$ cat src/rtl/uart_fifo_if.sv
// Register bus between a host and uart_fifo: byte-offset write/read with lane enables.
interface uart_fifo_if;
   logic [7:0]  waddr_i;
   logic [31:0] data_i;
   logic [3:0]  sel_i;
   logic        we_i;
   logic [7:0]  raddr_i;
   logic        rd_i;
   logic [31:0] data_o;

   modport master (
      output waddr_i, data_i, sel_i, we_i, raddr_i, rd_i,
      input  data_o
   );

   modport slave (
      input  waddr_i, data_i, sel_i, we_i, raddr_i, rd_i,
      output data_o
   );
endinterface

$ cat src/rtl/uart_fifo.sv
// UART with register interface, programmable baud divider, parity/stop options
// and TX/RX byte FIFOs.
module uart_fifo #(
   parameter int unsigned CLK_HZ     = 50000000,
   parameter int unsigned BAUD_DEF   = 115200,
   parameter int unsigned FIFO_DEPTH = 8
) (
   input  logic        clk,
   input  logic        rst_n,
   uart_fifo_if.slave  bus,
   output logic        tx_pin,
   input  logic        rx_pin
);

   localparam int unsigned AW = $clog2(FIFO_DEPTH);
   localparam int unsigned CW = AW + 1;
   localparam logic [15:0]   DIV_RST  = 16'(CLK_HZ / BAUD_DEF - 1);
   localparam logic [CW-1:0] FULL_CNT = CW'(FIFO_DEPTH);

   localparam logic [7:0] ADDR_CTRL   = 8'h00;
   localparam logic [7:0] ADDR_STATUS = 8'h04;
   localparam logic [7:0] ADDR_BAUD   = 8'h08;
   localparam logic [7:0] ADDR_TXDATA = 8'h0C;
   localparam logic [7:0] ADDR_RXDATA = 8'h10;
   localparam logic [7:0] ADDR_LEVEL  = 8'h14;

   typedef enum logic [2:0] {S_IDLE, S_START, S_DATA, S_PARITY, S_STOP} state_t;

   logic [4:0]  ctrl;
   logic [15:0] div;
   logic        overrun, par_err, frm_err;

   logic tx_en, rx_en, par_en, par_odd, stop2;
   assign tx_en   = ctrl[0];
   assign rx_en   = ctrl[1];
   assign par_en  = ctrl[2];
   assign par_odd = ctrl[3];
   assign stop2   = ctrl[4];

   logic [7:0]    tx_mem [FIFO_DEPTH];
   logic [AW-1:0] tx_wp, tx_rp;
   logic [CW-1:0] tx_cnt;
   logic [7:0]    rx_mem [FIFO_DEPTH];
   logic [AW-1:0] rx_wp, rx_rp;
   logic [CW-1:0] rx_cnt;

   state_t      tx_state, rx_state;
   logic [15:0] tx_bcnt, rx_bcnt;
   logic [2:0]  tx_bit, rx_bit;
   logic [7:0]  tx_data, rx_shift;
   logic        tx_stop2nd, rx_par;
   logic        rx_s1, rx_s2, rx_prev;

   logic tx_empty, tx_full, rx_empty, rx_full, tx_busy;
   logic tx_push_c, tx_pop_c, rx_push_c, rx_pop_c, rx_done_c, par_bad_c, w1c_c;
   logic [16:0] div_p1_c;
   logic [15:0] half_c, half_m1_c;
   logic [31:0] rdata_c;

   logic unused_bits;
   assign unused_bits = ^{bus.data_i[31:16], bus.sel_i[3:2]};

   assign tx_empty = (tx_cnt == '0);
   assign tx_full  = (tx_cnt == FULL_CNT);
   assign rx_empty = (rx_cnt == '0);
   assign rx_full  = (rx_cnt == FULL_CNT);
   assign tx_busy  = (tx_state != S_IDLE) || !tx_empty;

   assign tx_push_c = bus.we_i && bus.sel_i[0] && (bus.waddr_i == ADDR_TXDATA) && !tx_full;
   assign tx_pop_c  = (tx_state == S_IDLE) && tx_en && !tx_empty;
   assign rx_pop_c  = bus.rd_i && (bus.raddr_i == ADDR_RXDATA) && !rx_empty;
   assign rx_done_c = rx_en && (rx_state == S_STOP) && (rx_bcnt == 16'd0);
   assign rx_push_c = rx_done_c && !rx_full;
   assign par_bad_c = par_en && (rx_par != (^rx_shift ^ par_odd));
   assign w1c_c     = bus.we_i && bus.sel_i[0] && (bus.waddr_i == ADDR_STATUS);

   // Mid-bit sample point: (div+1)/2 cycles after the detected edge
   assign div_p1_c  = 17'(div) + 17'd1;
   assign half_c    = div_p1_c[16:1];
   assign half_m1_c = (half_c == 16'd0) ? 16'd0 : half_c - 16'd1;

   // Control and baud registers
   always_ff @(posedge clk or negedge rst_n) begin
      if (!rst_n) begin
         ctrl <= '0;
         div  <= DIV_RST;
      end else if (bus.we_i) begin
         if (bus.waddr_i == ADDR_CTRL && bus.sel_i[0]) ctrl <= bus.data_i[4:0];
         if (bus.waddr_i == ADDR_BAUD) begin
            if (bus.sel_i[0]) div[7:0]  <= bus.data_i[7:0];
            if (bus.sel_i[1]) div[15:8] <= bus.data_i[15:8];
         end
      end
   end

   // Sticky error flags; the hardware set is applied after the clear so it wins
   always_ff @(posedge clk or negedge rst_n) begin
      if (!rst_n) begin
         overrun <= 1'b0;
         par_err <= 1'b0;
         frm_err <= 1'b0;
      end else begin
         if (w1c_c) begin
            if (bus.data_i[3]) overrun <= 1'b0;
            if (bus.data_i[4]) par_err <= 1'b0;
            if (bus.data_i[5]) frm_err <= 1'b0;
         end
         if (rx_done_c) begin
            if (rx_full)   overrun <= 1'b1;
            if (par_bad_c) par_err <= 1'b1;
            if (!rx_s2)    frm_err <= 1'b1;
         end
      end
   end

   always_comb begin
      rdata_c = '0;
      case (bus.raddr_i)
         ADDR_CTRL:   rdata_c = {27'd0, ctrl};
         ADDR_STATUS: rdata_c = {26'd0, frm_err, par_err, overrun, tx_full, !rx_empty, tx_busy};
         ADDR_BAUD:   rdata_c = {16'd0, div};
         ADDR_RXDATA: rdata_c = rx_empty ? 32'd0 : {24'd0, rx_mem[rx_rp]};
         ADDR_LEVEL:  rdata_c = {16'd0, 8'(rx_cnt), 8'(tx_cnt)};
         default:     rdata_c = '0;
      endcase
   end

   always_ff @(posedge clk or negedge rst_n) begin
      if (!rst_n)        bus.data_o <= '0;
      else if (bus.rd_i) bus.data_o <= rdata_c;
   end

   // FIFO pointers and counts
   always_ff @(posedge clk or negedge rst_n) begin
      if (!rst_n) begin
         tx_wp  <= '0;
         tx_rp  <= '0;
         tx_cnt <= '0;
         rx_wp  <= '0;
         rx_rp  <= '0;
         rx_cnt <= '0;
      end else begin
         if (tx_push_c) tx_wp <= tx_wp + AW'(1);
         if (tx_pop_c)  tx_rp <= tx_rp + AW'(1);
         tx_cnt <= tx_cnt + CW'(tx_push_c) - CW'(tx_pop_c);
         if (rx_push_c) rx_wp <= rx_wp + AW'(1);
         if (rx_pop_c)  rx_rp <= rx_rp + AW'(1);
         rx_cnt <= rx_cnt + CW'(rx_push_c) - CW'(rx_pop_c);
      end
   end

   always_ff @(posedge clk) begin
      if (tx_push_c) tx_mem[tx_wp] <= bus.data_i[7:0];
      if (rx_push_c) rx_mem[rx_wp] <= rx_shift;
   end

   // TX framer; bit period reloads from div so BAUD writes take effect per bit
   always_ff @(posedge clk or negedge rst_n) begin
      if (!rst_n) begin
         tx_state   <= S_IDLE;
         tx_pin     <= 1'b1;
         tx_bcnt    <= '0;
         tx_bit     <= '0;
         tx_data    <= '0;
         tx_stop2nd <= 1'b0;
      end else begin
         if (tx_state != S_IDLE && tx_bcnt != 16'd0) tx_bcnt <= tx_bcnt - 16'd1;
         case (tx_state)
            S_IDLE: begin
               tx_pin <= 1'b1;
               if (tx_pop_c) begin
                  tx_data  <= tx_mem[tx_rp];
                  tx_state <= S_START;
                  tx_pin   <= 1'b0;
                  tx_bcnt  <= div;
               end
            end
            S_START: if (tx_bcnt == 16'd0) begin
               tx_state <= S_DATA;
               tx_pin   <= tx_data[0];
               tx_bit   <= 3'd0;
               tx_bcnt  <= div;
            end
            S_DATA: if (tx_bcnt == 16'd0) begin
               tx_bcnt <= div;
               if (tx_bit == 3'd7) begin
                  tx_stop2nd <= 1'b0;
                  if (par_en) begin
                     tx_state <= S_PARITY;
                     tx_pin   <= ^tx_data ^ par_odd;
                  end else begin
                     tx_state <= S_STOP;
                     tx_pin   <= 1'b1;
                  end
               end else begin
                  tx_bit <= tx_bit + 3'd1;
                  tx_pin <= tx_data[tx_bit + 3'd1];
               end
            end
            S_PARITY: if (tx_bcnt == 16'd0) begin
               tx_state <= S_STOP;
               tx_pin   <= 1'b1;
               tx_bcnt  <= div;
            end
            S_STOP: if (tx_bcnt == 16'd0) begin
               if (stop2 && !tx_stop2nd) begin
                  tx_stop2nd <= 1'b1;
                  tx_bcnt    <= div;
               end else begin
                  tx_state <= S_IDLE;
               end
            end
            default: tx_state <= S_IDLE;
         endcase
      end
   end

   // rx_pin synchroniser plus one extra stage for falling-edge detection
   always_ff @(posedge clk or negedge rst_n) begin
      if (!rst_n) begin
         rx_s1   <= 1'b1;
         rx_s2   <= 1'b1;
         rx_prev <= 1'b1;
      end else begin
         rx_s1   <= rx_pin;
         rx_s2   <= rx_s1;
         rx_prev <= rx_s2;
      end
   end

   // RX deframer; clearing rx_en abandons the frame immediately
   always_ff @(posedge clk or negedge rst_n) begin
      if (!rst_n) begin
         rx_state <= S_IDLE;
         rx_bcnt  <= '0;
         rx_bit   <= '0;
         rx_shift <= '0;
         rx_par   <= 1'b0;
      end else if (!rx_en) begin
         rx_state <= S_IDLE;
      end else begin
         if (rx_state != S_IDLE && rx_bcnt != 16'd0) rx_bcnt <= rx_bcnt - 16'd1;
         case (rx_state)
            S_IDLE: if (rx_prev && !rx_s2) begin
               rx_state <= S_START;
               rx_bcnt  <= half_m1_c;
            end
            S_START: if (rx_bcnt == 16'd0) begin
               if (rx_s2) begin
                  rx_state <= S_IDLE;
               end else begin
                  rx_state <= S_DATA;
                  rx_bit   <= 3'd0;
                  rx_bcnt  <= div;
               end
            end
            S_DATA: if (rx_bcnt == 16'd0) begin
               rx_shift <= {rx_s2, rx_shift[7:1]};
               rx_bcnt  <= div;
               if (rx_bit == 3'd7) rx_state <= par_en ? S_PARITY : S_STOP;
               else                rx_bit   <= rx_bit + 3'd1;
            end
            S_PARITY: if (rx_bcnt == 16'd0) begin
               rx_par   <= rx_s2;
               rx_state <= S_STOP;
               rx_bcnt  <= div;
            end
            S_STOP: if (rx_bcnt == 16'd0) rx_state <= S_IDLE;
            default: rx_state <= S_IDLE;
         endcase
      end
   end

endmodule

$ cat src/flat_wrapper.sv
// flat-port wrapper written by rule: the top's interface ports become plain ports
module uart_fifo_flat 
#(
   parameter int unsigned CLK_HZ     = 50000000,
   parameter int unsigned BAUD_DEF   = 115200,
   parameter int unsigned FIFO_DEPTH = 8
)
  (clk, rst_n, tx_pin, rx_pin, bus_waddr_i, bus_data_i, bus_sel_i, bus_we_i, bus_raddr_i, bus_rd_i, bus_data_o);
  uart_fifo_if bus_i ();
  input  logic clk;
  input  logic rst_n;
  output logic tx_pin;
  input  logic rx_pin;
  input wire logic [$bits(bus_i.waddr_i)-1:0] bus_waddr_i;
  input wire logic [$bits(bus_i.data_i)-1:0] bus_data_i;
  input wire logic [$bits(bus_i.sel_i)-1:0] bus_sel_i;
  input wire logic [$bits(bus_i.we_i)-1:0] bus_we_i;
  input wire logic [$bits(bus_i.raddr_i)-1:0] bus_raddr_i;
  input wire logic [$bits(bus_i.rd_i)-1:0] bus_rd_i;
  output wire logic [$bits(bus_i.data_o)-1:0] bus_data_o;
  assign bus_i.waddr_i = bus_waddr_i;
  assign bus_i.data_i = bus_data_i;
  assign bus_i.sel_i = bus_sel_i;
  assign bus_i.we_i = bus_we_i;
  assign bus_i.raddr_i = bus_raddr_i;
  assign bus_i.rd_i = bus_rd_i;
  assign bus_data_o = bus_i.data_o;
  uart_fifo #(.CLK_HZ(CLK_HZ), .BAUD_DEF(BAUD_DEF), .FIFO_DEPTH(FIFO_DEPTH)) u_core (.clk(clk), .rst_n(rst_n), .bus(bus_i), .tx_pin(tx_pin), .rx_pin(rx_pin));
endmodule
$ cat config.mk
export PLATFORM = sky130hd
export DESIGN_NAME = uart_fifo_flat
export DESIGN_NICKNAME = d
export VERILOG_FILES = /design/src/rtl/uart_fifo_if.sv /design/src/rtl/uart_fifo.sv /design/src/flat_wrapper.sv
export SDC_FILE = /design/constraint.sdc
export NUM_CORES = 1
export LEC_CHECK = 0
export ABC_AREA = 1
export CORE_UTILIZATION = 58
export CTS_CLUSTER_SIZE = 10
export DETAILED_ROUTE_END_ITERATION = 10
export DONT_BUFFER_PORTS = 1
export GPL_ROUTABILITY_DRIVEN = 0
export MAX_ROUTING_LAYER = met4
export PLACE_DENSITY_LB_ADDON = 0.15
export SYNTH_ARGS = -nofsm -noshare
export SYNTH_HDL_FRONTEND = slang
export SYNTH_SLANG_ARGS = --single-unit
$ cat constraint.sdc
create_clock -name clk -period 2.53 [get_ports clk]
set_input_delay 0.253 -clock clk [delete_from_list [all_inputs] [get_ports clk]]
set_output_delay 0.253 -clock clk [all_outputs]
set_load 0.01 [all_outputs]
==> results of run 1 <==
power by group through the flow:
| stage | logic [mW] | registers (mW) | clock network (mW) |
|---|---|---|---|
| final | 3.08 | 4.95 | 3.97 |
| after global routing | 3.44 | 4.98 | 4.19 |
| after CTS | 3.04 | 4.94 | 4.02 |
| after detailed placement | 2.98 | 5.01 | 0 |
| after global placement | 2.90 | 5.01 | 0 |
| after floorplan | 2.28 | 4.94 | 0 |
state kept, by name, indices dropped and copies added, names as in the netlist, 4 cells and up:
| register | cells |
|---|---|
| u_core.rx_cnt | 4 |
| u_core.tx_bcnt | 16 |
| u_core.tx_data | 8 |
| u_core.ctrl | 5 |
| u_core.tx_cnt | 4 |
| u_core.div | 16 |
| u_core.rx_mem | 64 |
| u_core.rx_bcnt | 16 |
| u_core.rx_shift | 8 |
| u_core.bus.data_o | 16 |
| u_core.tx_mem | 64 |
metal layers:
layer / wire [um] / up-vias / global-route usage, %
met4: 1210 / 0 / 10.1
met2: 15700 / 463 / 45.7
met1: 15000 / 5360 / 40.9
met5: 0 / - / -
li1: - / 5403 / -
met3: 2970 / 81 / 4.71
area by class of cell:
class	count	area [um2]
Fill cell	1858	7480
Inverter	161	604
Multi-Input combinational cell	1099	5820
Clock inverter	1	5.00
Sequential cell	254	7010
Timing Repair Buffer	77	628
Clock buffer	55	906
Tap cell	313	392
placed cells by master, fill, tap and decap left out, types with 35 or more instances in the layout:
master,Yosys,layout
inv_1,152,152
nor2_1,171,167
dfrtp_1,117,116
buf_4,17,58
o21ai_0,168,167
nand3_1,88,87
edfxtp_1,128,128
nor3_1,37,35
a21oi_1,38,38
nand2_1,329,326
Yosys cell counts (5+ instances only):
cell,number,share of area [%]
o31ai_1,6,0.33
nand2_2,9,0.41
nor3_1,37,1.4
xnor2_1,18,1.2
clkbuf_1,29,0.80
o21ai_1,8,0.29
buf_2,12,0.44
buf_4,17,0.94
xor2_1,29,1.9
dfrtp_1,117,21
nor2_1,171,4.7
ha_1,26,2.4
nand3_1,88,3.2
nand2_1,329,9.1
nor2_8,5,0.73
nor2_4,5,0.41
edfxtp_1,128,28
inv_1,152,4.2
a21oi_1,38,1.4
o21ai_0,168,6.2
nor2_2,5,0.23
a31oi_1,5,0.23
o22ai_1,26,1.2
mux2_2,15,1.2
o211ai_1,17,0.94
dfstp_2,9,1.7
nand4_1,24,1.1
o221ai_1,21,1.3
inv_2,6,0.17
cell families after synthesis:
kind of cell / count (synthesis) / synth area share [%]
buffers and inverters: 222 / 6.69
AO/OA/AOI/OAI: 302 / 12.7
AND/OR/NAND/NOR: 689 / 22.2
other: 1 / 0.0275
multiplexers: 17 / 1.38
flip-flops: 254 / 51.4
adder cells (fa/ha/maj): 28 / 2.68
XOR/XNOR: 47 / 3.02
worst max-delay path by stage:
| stage | from | slack [ns] | endpoint |
|---|---|---|---|
| finish | u_core.rx_bcnt[5] | 0.13 | u_core.rx_bcnt[9] |
| floorplan | u_core.rx_bcnt[0] | -0.03 | u_core.rx_mem[0][0] |
| detailed placement | u_core.rx_bcnt[5] | -0.01 | u_core.rx_mem[3][1] |
| global route | u_core.div[0] | -0.008 | u_core.rx_bcnt[11] |
| global placement | u_core.rx_bcnt[5] | 0.007 | u_core.rx_mem[3][3] |
| CTS | u_core.rx_bcnt[5] | 0.02 | u_core.rx_mem[6][3] |
through the flow:
step / hold WS [ns] / util, % / TNS (ns) / setup WS, ns / total power, mW
5_1_grt: -0.607 / 67.3 / -0.00750 / -0.00750 / 12.6
4_1_cts: -0.607 / 67.0 / 0 / 0.0243 / 12.0
3_3_place_gp: -0.0341 / 62.2 / 0 / 0.00697 / 7.90
2_1_floorplan: -0.0426 / - / -0.867 / -0.0271 / 7.22
3_5_place_dp: -0.0354 / 62.2 / -0.0642 / -0.0118 / 7.99
6_report: -0.590 / 67.3 / 0 / 0.132 / 12.0
worst register-to-register path, stage by stage, from the launching register on:
cell	delay, ns
dfrtp_1	0.44
nor2_2	0.19
nand2_1	0.11
nor2_2	0.21
nand2_2	0.16
buf_4	0.20
nand2_2	0.12
inv_2	0.12
nand3_1	0.11
nor2_1	0.06
o21ai_0	0.28
nand3_1	0.12
nand2_1	0.12
nand2_1	0.07
repair_timing:
item,CTS,global route
hold endpoints to repair,225,126
pin swaps,0,2
endpoints found under the setup margin,8,79
gates resized for setup,1,11
setup buffers,0,3
==> results.toml, run 1 <==
[outcome]
status = "complete, but fails checks"
violations = "negative hold slack"

[power]
p_sw_mw = 3.89
internal_power_mw = 8.10
power.density_mw_per_mm2 = 781
p_clk_share_pct = 33.1
comb_power_share_pct = 25.7
p_seq_share_pct = 41.3
p_leak_nw = 6.72
swShare_pct = 32.5
peakVddDrop_v = 0.000581

[drt]
final_antenna_net_count = 0
drc = 0
drtIter0Drc = 937
dr.pass1.iters = 7
route.vias.total = 11300
routed_wl_um = 34800
avgRoutedWirePerCell_um = 17.8
vias_per_cell = 5.77

[worst_setup_path]
reg2reg_to = "u_core.rx_bcnt[9]"
cp.arrival_ns = 2.82
crit_required_ns = 2.96
path_common_cell = "nand2_1"
crit_chain = "nor2_2 -> nand2_1 -> nor2_2 -> nand2_2 -> buf_4 -> nand2_2 -> inv_2 -> nand3_1 -> nor2_1 -> o21ai_0 -> nand3_1 -> nand2_1 -> nand2_1"
rrSetupSlack_ns = 0.13
reg2regPathDepth = 13
r2r_start = "u_core.rx_bcnt[5]"
critPathTopFamily = "simple AND/OR/NAND/NOR gates"
critical_path.max_fanout = 12
start_kind = "flop"
path_depth = 13
crit_path_end_kind = "flop"
cpPeakStageDelay_ns = 0.44
worst_path_max_delay_cell = "dfrtp_1"
crit_buf_inv = 2
crit_type = "flop to flop"

[grt]
grt_max_degree = 127
grt_first_pass_wirelength_um = 54400
grt-ovfl-total = 0
track_usage_pct = 29.9
antenna_found_initial = 0
first_global_vias = 10300

[timing]
tightest_slew_ns = 0.835
fin_crit_sh_pct = 94.8
clock.fmax_mhz = 417
slew_violations = 0
fin_hold_ws_ns = -0.590
period_needed_ns = 2.40
hold_violations = 126
relSlewSlack_pct = 44.3
finClkSkew_ns = 0.00917
setup_viol = 0

[synthesis]
synth_cells = 1560
yosysWarnings = 0
synth_edf_count = 128
synth_seq_cells = 254
ys_seq_area_share_pct = 51.4
netlist_area_mm2 = 0.0136
syn_area_per_cell_um2 = 8.75
synthDistinctLibCells = 49
synth_flop_cell = "edfxtp_1"
synth-async-reset-ratio_pct = 49.6

[floorplanning]
dieArea_mm2 = 0.0241
rows = 55
coreArea_mm2 = 0.0228
initial_core_util_pct = 59.7
die_y_um = 155
die_w_um = 155
io_pins = 90

[cells_and_area]
instances_no_fill = 1960
final_area_mm2 = 0.0154
syn2layout_area_growth_pct = 12.6
diodes = 0
final_nets = 1708
drive_gt1_share_pct = 10.3

[placed_design]
place_inst = 1883
io_buffers = 0
placed_area_mm2 = 0.0142
hpwlAfterDp_um = 24800

[flow_run]
maxCapViolations = 0

[hold_path]
min_path_type = "input port to async pin"

[clocking]
clock_latency_ns = 0.54
cts_htree_levels = 1
hold_buffers = 18
clk_path_buf_depth = 3
root_buffer = "clkbuf_16"
cts.sinks = 254
clk_pin_slew_ns = 0.05
cts_buffers = 30
cts_tree = "built"
No activity file was read; power rests on OpenSTA's default activity.
==> run 2, diff against run 1 <==
--- a/config.mk
+++ b/config.mk
@@ -12,7 +12,7 @@
 export DONT_BUFFER_PORTS = 1
 export GPL_ROUTABILITY_DRIVEN = 0
 export MAX_ROUTING_LAYER = met4
-export PLACE_DENSITY_LB_ADDON = 0.15
+export PLACE_DENSITY = 0.76
 export SYNTH_ARGS = -nofsm -noshare
 export SYNTH_HDL_FRONTEND = slang
 export SYNTH_SLANG_ARGS = --single-unit
==> results.toml, run 2 (synthesized netlist as in run 1, its figures left out) <==
[grt]
first_global_vias = 10700
grt-ovfl-total = 0
track_usage_pct = 30.2
grt_max_degree = 127
grt_first_pass_wirelength_um = 55300
antenna_found_initial = 0

[flow_run]
maxCapViolations = 0

[cells_and_area]
final_cell_mix = "nand2_1 (324), nor2_1 (167), o21ai_0 (165)"
reg.largest.list = "u_core.rx_mem x64, u_core.tx_mem x64"
multi_input_area_mm2 = 0.00585
diodes = 0
instances_no_fill = 1956
fill_cells = 1804
final_nets = 1705
drive_gt1_share_pct = 10.2
final_common_cell = "nand2_1"
syn2layout_area_growth_pct = 12.4
fin_util_pct = 67.1
register_area_mm2 = 0.00701

[power]
power.density_mw_per_mm2 = 781
swShare_pct = 32.8
p_clk_share_pct = 32.7
p_seq_share_pct = 41.6
internal_power_mw = 8.06
p_leak_nw = 6.68
p_sw_mw = 3.93
peakVddDrop_v = 0.000671
comb_power_share_pct = 25.7

[floorplanning]
coreArea_mm2 = 0.0228
dieArea_mm2 = 0.0241
die_w_um = 155
initial_core_util_pct = 59.7
rows = 55
io_pins = 90
die_y_um = 155

[worst_setup_path]
crit_buf_inv = 0
crit_chain = "nand2_1 -> nor2_1 -> nand2_1 -> nor2_1 -> nand2_1 -> nand2_1 -> nand4_2 -> nor2_8 -> nor3_1 -> o21ai_0 -> nand2_1"
critical_path.max_fanout = 7
cpPeakStageDelay_ns = 0.63
start_kind = "flop"
crit_type = "flop to flop"
critPathTopFamily = "simple AND/OR/NAND/NOR gates"
cp.arrival_ns = 2.88
crit_required_ns = 2.95
path_common_cell = "nand2_1"
worst_path_max_delay_cell = "dfstp_2"
crit_path_end_kind = "flop"

[clocking]
clk_pin_slew_ns = 0.06
root_buffer = "clkbuf_16"
hold_buffers = 18
clk_path_buf_depth = 3
clock_latency_ns = 0.55
cts_htree_levels = 1
cts_tree = "built"
cts_buffers = 30
cts.sinks = 254

[timing]
finClkSkew_ns = 0.0132
setup_viol = 0
fin_crit_sh_pct = 97.3
slew_violations = 0
hold_violations = 126
relSlewSlack_pct = 49.6
clock.fmax_mhz = 406
layout_setup_ws_ns = 0.0694
tightest_slew_ns = 0.753
fin_hold_ws_ns = -0.583
period_needed_ns = 2.46

[outcome]
status = "complete, but fails checks"
violations = "negative hold slack"

[placed_design]
dp_slack_ns = -0.0456
io_buffers = 0
place_inst = 1878
hpwlAfterDp_um = 24600

[drt]
vias_per_cell = 5.80
drtIter0Drc = 1119
route.vias.total = 11300
drc = 0
dr.pass1.iters = 6
avgRoutedWirePerCell_um = 17.9
routed_wl_um = 35100
final_antenna_net_count = 0

[hold_path]
min_path_type = "input port to async pin"
run 2: changes by cell type in the layout (fill, tap and decap cells not counted), moves of 2 or more:
| cell | before | now |
|---|---|---|
| o21ai_1 | 9 | 11 |
| nor2_4 | 5 | 8 |
| clkbuf_8 | 4 | 2 |
| buf_4 | 58 | 55 |
| nor2_2 | 9 | 7 |
| nand2_2 | 12 | 14 |
| nand2_1 | 326 | 324 |
| o21ai_0 | 167 | 165 |
run 2: stage by stage:
stage                     TNS [ns]  area, um2  hold WS [ns]  total power [mW]
after floorplan             -0.867      13700       -0.0426              7.22
after global placement           0      14200       -0.0294              7.87
after detailed placement   -0.0518      14200       -0.0288              7.99
after CTS                        0      15200        -0.607              12.0
after global routing       -0.0962      15300        -0.601              12.6
final                            0      15300        -0.583              12.0
run 2: final timing paths:
check | from | to | slack (ns) | cells past startpoint
min in group clk | bus_waddr_i[3] | u_core.tx_wp[0] | 0.08 | 3
max | u_core.div[7] | u_core.rx_bcnt[0] | 0.07 | 11
max in group asynchronous | rst_n | u_core.rx_s2 | 2.83 | 0
min | rst_n | u_core.tx_rp[0] | -0.58 | 0
min reg2reg | u_core.rx_s1 | u_core.rx_s2 | 0.36 | 0
max reg2reg | u_core.div[7] | u_core.rx_bcnt[0] | 0.07 | 11
run 2: area by class of cell:
cell class	instances	share of cell area, %
flip-flops and latches	254	45.7
repair buffers	73	3.87
inverters	161	3.94
well taps	313	2.55
clock buffers	54	5.75
multi-input cells	1100	38.1
clock inverters	1	0.0571
run 2: worst register-to-register path: stages, from the launching register on:
cell	delay, ns
dfstp_2	0.63
nand2_1	0.12
nor2_1	0.24
nand2_1	0.12
nor2_1	0.14
nand2_1	0.09
nand2_1	0.20
nand4_2	0.20
nor2_8	0.18
nor3_1	0.09
o21ai_0	0.24
nand2_1	0.09
run 2: power by group through the flow:
| stage | clock, mW | sequential, mW | combinational (mW) |
|---|---|---|---|
| 6_report | 3.92 | 4.99 | 3.07 |
| 5_1_grt | 4.13 | 5.03 | 3.47 |
| 4_1_cts | 3.99 | 4.98 | 3.01 |
| 3_5_place_dp | 0 | 5.05 | 2.94 |
| 3_3_place_gp | 0 | 5.03 | 2.83 |
| 2_1_floorplan | 0 | 4.94 | 2.28 |
run 2: layer usage:
metal | up-vias | global-route usage (%) | routed length (um)
met5 | - | - | 0
met4 | 0 | 10.3 | 1080
met3 | 90 | 5.26 | 3100
met2 | 478 | 46.7 | 16300
met1 | 5370 | 40.4 | 14600
li1 | 5405 | - | -
run 2: what timing repair did:
item	4_1_cts	5_1_grt
endpoints found under the setup margin	0	78
hold endpoints to repair	226	126
gates resized for setup	0	19
buffers inserted	0	4
